===== src/rtl/cntr_capture_cmp.sv =====
// Timer back-end: captures the free-running counter on an asynchronous event,
// measures the period between captures, and raises compare-match / wrap pulses.
module cntr_capture_cmp #(
  parameter int N = 8
) (
  input  logic         clk,
  input  logic         reset,
  input  logic [N-1:0] cnt_in,
  input  logic [N-1:0] cmp_val,
  input  logic         cmp_en,
  input  logic         arm,
  input  logic         cap_in,
  input  logic         cap_ack,
  input  logic         ovr_clr,
  output logic [N-1:0] cap_val,
  output logic [N-1:0] cap_delta,
  output logic         cap_valid,
  output logic         delta_valid,
  output logic         cap_overrun,
  output logic         cmp_match,
  output logic         wrap
);

  typedef enum logic [1:0] {
    IDLE  = 2'd0,
    FIRST = 2'd1,
    MEAS  = 2'd2
  } state_t;

  state_t       state, state_nxt;
  logic         s1, s2, s3;
  logic         cap_edge;
  logic         take;
  logic         load;
  logic         lost;
  logic         hit, hit_d;
  logic [N-1:0] last_cap;
  logic [N-1:0] prev_cnt;

  assign cap_edge = s2 & ~s3;
  assign take     = cap_edge & arm & (state != IDLE);
  // First data wins: a pending unacknowledged capture blocks the new one.
  assign load     = take & (~cap_valid | cap_ack);
  assign lost     = take & cap_valid & ~cap_ack;
  assign hit      = cmp_en & (cnt_in == cmp_val);

  // NOTE: every branch of an always_comb must assign every output; the
  // defaults at the top make that true and keep the block latch-free.
  always_comb begin
    state_nxt = state;
    case (state)
      IDLE:    if (arm) state_nxt = FIRST;
      FIRST:   if (!arm) state_nxt = IDLE;
               else if (load) state_nxt = MEAS;
      MEAS:    if (!arm) state_nxt = IDLE;
      default: state_nxt = IDLE;
    endcase
  end

  // NOTE: sequential state uses non-blocking assignments only, so every flop
  // samples pre-edge values regardless of statement order.
  always_ff @(posedge clk) begin
    if (reset) begin
      state       <= IDLE;
      s1          <= 1'b0;
      s2          <= 1'b0;
      s3          <= 1'b0;
      cap_val     <= '0;
      cap_delta   <= '0;
      last_cap    <= '0;
      cap_valid   <= 1'b0;
      delta_valid <= 1'b0;
      cap_overrun <= 1'b0;
      hit_d       <= 1'b0;
      cmp_match   <= 1'b0;
      prev_cnt    <= '0;
      wrap        <= 1'b0;
    end else begin
      state <= state_nxt;
      // Two-flop synchronizer for the asynchronous event, plus an edge flop.
      s1 <= cap_in;
      s2 <= s1;
      s3 <= s2;

      if (load) begin
        cap_val   <= cnt_in;
        last_cap  <= cnt_in;
        cap_valid <= 1'b1;
        if (state == MEAS) begin
          cap_delta   <= cnt_in - last_cap;
          delta_valid <= 1'b1;
        end
      end else if (cap_ack) begin
        cap_valid <= 1'b0;
      end
      if (!arm) delta_valid <= 1'b0;

      if (lost)         cap_overrun <= 1'b1;
      else if (ovr_clr) cap_overrun <= 1'b0;

      hit_d     <= hit;
      cmp_match <= hit & ~hit_d;
      prev_cnt  <= cnt_in;
      wrap      <= (prev_cnt == '1) && (cnt_in == '0);
    end
  end

endmodule


===== config.mk =====
export PLATFORM = sky130hd
export DESIGN_NAME = cntr_capture_cmp
export DESIGN_NICKNAME = d
export VERILOG_FILES = /design/src/rtl/cntr_capture_cmp.sv
export SDC_FILE = /design/constraint.sdc
export NUM_CORES = 1
export LEC_CHECK = 0
export BUFFER_PORTS_ARGS = -buffer_cell sky130_fd_sc_hd__clkbuf_2
export CAP_MARGIN = 20
export CORE_MARGIN = 3
export CORE_UTILIZATION = 51
export CTS_CLUSTER_SIZE = 28
export DETAILED_ROUTE_END_ITERATION = 8
export HOLD_SLACK_MARGIN = 0.15
export PLACE_DENSITY = 0.8
export REMOVE_ABC_BUFFERS = 1
export SKIP_CTS_REPAIR_TIMING = 1
export SYNTH_ARGS = -nofsm -noshare
export SYNTH_HDL_FRONTEND = slang
export SYNTH_SLANG_ARGS = --single-unit
export TNS_END_PERCENT = 10

===== constraint.sdc =====
create_clock -name clk -period 2.2 [get_ports clk]
set_input_delay 0.11 -clock clk [delete_from_list [all_inputs] [get_ports clk]]
set_output_delay 0.11 -clock clk [all_outputs]
set_load 0.02 [all_outputs]

==> results.cfg <==
[drt]
drc = 0
totalWireLength_um = 3780
wl_per_cell_um = 13.8
routed_via_density = 5.19
detail_route.iter0.violations = 47
vias = 1416
dr.pass1.iters = 4
route.antenna.remaining_nets = 0

[sta]
slew_viols_final = 0
timing_limited_maximum_frequency_mhz = 496
timing.hold.ws_ns = 0.141
final-hold-violation-count = 0
report.final.setup_viol = 0
tns_ns = 0
layout_worst_path_cycle_share_pct = 91.6
slew_headroom_pct = 60.3
timing.clock.skew_ns = 0.0151
slew_at_the_pin_with_the_worst_max_slew_slack_ns = 0.592
final.min_clock_period_ns = 2.01
rsz0062_at_grt = false
setup_slack_ns = 0.186

[synth]
netlist_top_cells_area = dfxtp_1 (44%), ha_1 (5.5%), nor2b_1 (5.1%)
syn-cell-area_um2 = 1600
synthesis.yosys.warnings = 0
synth.yosys.seq_area_share_pct = 43.9
ys_dominant_reg_cell = dfxtp_1
syn_area_per_cell_um2 = 9.50
netlist-cell-type-count = 37
synthArstFlopShare_pct = 0
synth.top_cell.area_share_pct = 43.9
count_of_flip_flops_with_a_built_in_enable_after_synthesis = 0
synth_top_cell_by_area = dfxtp_1
synthesis.instances = 168
ys_ff_latch = 35

[run_status]
status = complete, no violations

[clocking]
tritoncts = yes
cts_max_level = 2
deepest_clock_path_buffer_count = 2
clock_sink_count = 35
root_buffer = clkbuf_4
cts.reportedPaths.clkPinSlew_ns = 0.10
clock_latency_ns = 0.35
total_cts_buffers = 5

[floorplan]
io_pins = 44
fp.dieArea_um2 = 3840
floorplan.die.height_um = 61.9
fp.coreArea_um2 = 2880
die_x_um = 61.9
floorplan.initialDensity_pct = 55.5
floorplan.rows = 19

[layout]
layout.core_utilization_pct = 73.3
drive_gt1_share_pct = 24.7
finalInstanceArea_um2 = 2110
multi_input_comb_area_um2 = 831
finalNetCount = 261
syn_to_final_growth_pct = 32.2
n_antenna_cell = 0
stdcell_count = 273
final.fill_count = 219
layout.area.seq_um2 = 701

[placed_design]
dp_hpwl_um = 2590
io_buffers = 43
placed_area_um2 = 1840
dp_cells = 249
detailedPlace.worstSlack_ns = 0.345
place_congestion = 0.823

[critical_path]
required_ns = 2.44
worst-endpoint-arrival_ns = 2.25
crit_fanout = 4
criticalPathCategory = input pin to register
cp-end-kind = register
critical_path.startpoint_type = input pin

[job]
cap_violations = 0

[power]
ir_worst_vdd_mv = 0.524
total_power_mw = 1.37
p_per_area_nw_per_um2 = 648
static_leakage_power_nw = 0.856

[global_route]
wire_length_of_the_first_global_routing_pass_um = 5560
initial_antenna_violation_count = 0
groute.usage.overall_pct = 20.2
pin_count_of_the_biggest_net_entering_global_routing = 38
global_route.overflow_total = 0
grt_pass1_vias = 1267

[worst_hold_path]
hp-class = input pin to register
==> worst paths after layout <==
path	endpoint	startpoint	depth (start not counted)	slack (ns)
setup / recovery	cap_delta[6]$_SDFFE_PP0P_	cnt_in[0]	11	0.19
hold / removal	last_cap[2]$_SDFFE_PP0P_	cnt_in[2]	3	0.14
setup reg to reg	cap_delta[7]$_SDFFE_PP0P_	last_cap[2]$_SDFFE_PP0P_	7	0.32
hold reg to reg	cmp_match$_SDFF_PP0_	hit_d$_SDFF_PP0_	1	0.40
==> kinds of logic (layout without fill, tap and decap cells) <==
kind of cell,count (synthesis),count (layout),share of synthesized area [%]
simple gates,67,67,23.5
flops,35,35,43.9
compound gates,24,24,10.7
buf+inv,15,78,4.00
xor+xnor,11,11,6.04
fa+ha+maj,8,8,6.74
mux,8,8,5.02
==> sequential cells by signal, indices dropped and copies added (netlist names), 2 cells and up <==
name / flops
state: 2
cap_delta: 8
last_cap: 8
prev_cnt: 8
==> final cells by class <==
type | instances | area share, %
clock inverter | 3 | 3.20
inverter | 10 | 1.78
clock buffer | 5 | 1.78
timing repair buffer | 60 | 18.1
multi-input combinational | 118 | 39.4
sequential | 35 | 33.2
tap | 42 | 2.49
==> synth_stat cells, types with 2 or more instances <==
master / number
nor2_1: 17
nand3b_1: 2
nand4b_1: 2
mux2i_1: 8
inv_1: 10
nor4_1: 3
clkbuf_1: 4
xor2_1: 6
or3_1: 4
xnor2_1: 5
nor2b_1: 13
nand3_1: 2
ha_1: 7
nand2_1: 7
nand2b_1: 5
a21oi_1: 10
nor4b_1: 2
nor3_1: 2
o21bai_1: 2
nand4_1: 2
o21ai_0: 2
a211oi_1: 4
dfxtp_1: 35
==> power breakdown <==
part           switching (mW)  internal [mW]  leakage, nW
clock network           0.223          0.353       0.0514
registers             0.00533          0.646        0.285
logic                  0.0707         0.0694        0.519
total                   0.299           1.07        0.856
==> critical path: stages <==
cell and delay, ns:
dlygate4sd3_1 0.54, clkbuf_2 0.14, inv_1 0.08, ha_1 0.17, inv_1 0.06, fa_1 0.42, a211oi_1 0.22, o21bai_1 0.10
a21oi_1 0.20, or4_1 0.14, nand3_1 0.06
==> routing by layer <==
layer	global-route usage (%)	part of all wire, %	up-vias
li1	-	-	708
met1	22.5	42	664
met2	34.4	52	40
met3	7.64	5.0	4
met4	8.48	0.95	0
met5	0	0	-
==> layout by cell type, fill, tap and decap left out, types with 2 or more instances in the layout <==
master	n
nor2_1	17
a211oi_1	4
clkbuf_2	43
inv_1	10
a21oi_1	10
bufinv_16	2
nand4b_1	2
nand3_1	2
dfxtp_1	35
nand2_1	7
nand4_1	2
nand2b_1	5
dlygate4sd3_1	16
o21bai_1	2
nand3b_1	2
or3_1	4
xnor2_1	5
mux2i_1	8
o21ai_0	2
ha_1	7
nor3_1	2
clkbuf_4	5
nor4_1	3
nor4b_1	2
nor2b_1	13
xor2_1	6
(Power assumes the default switching activity.)
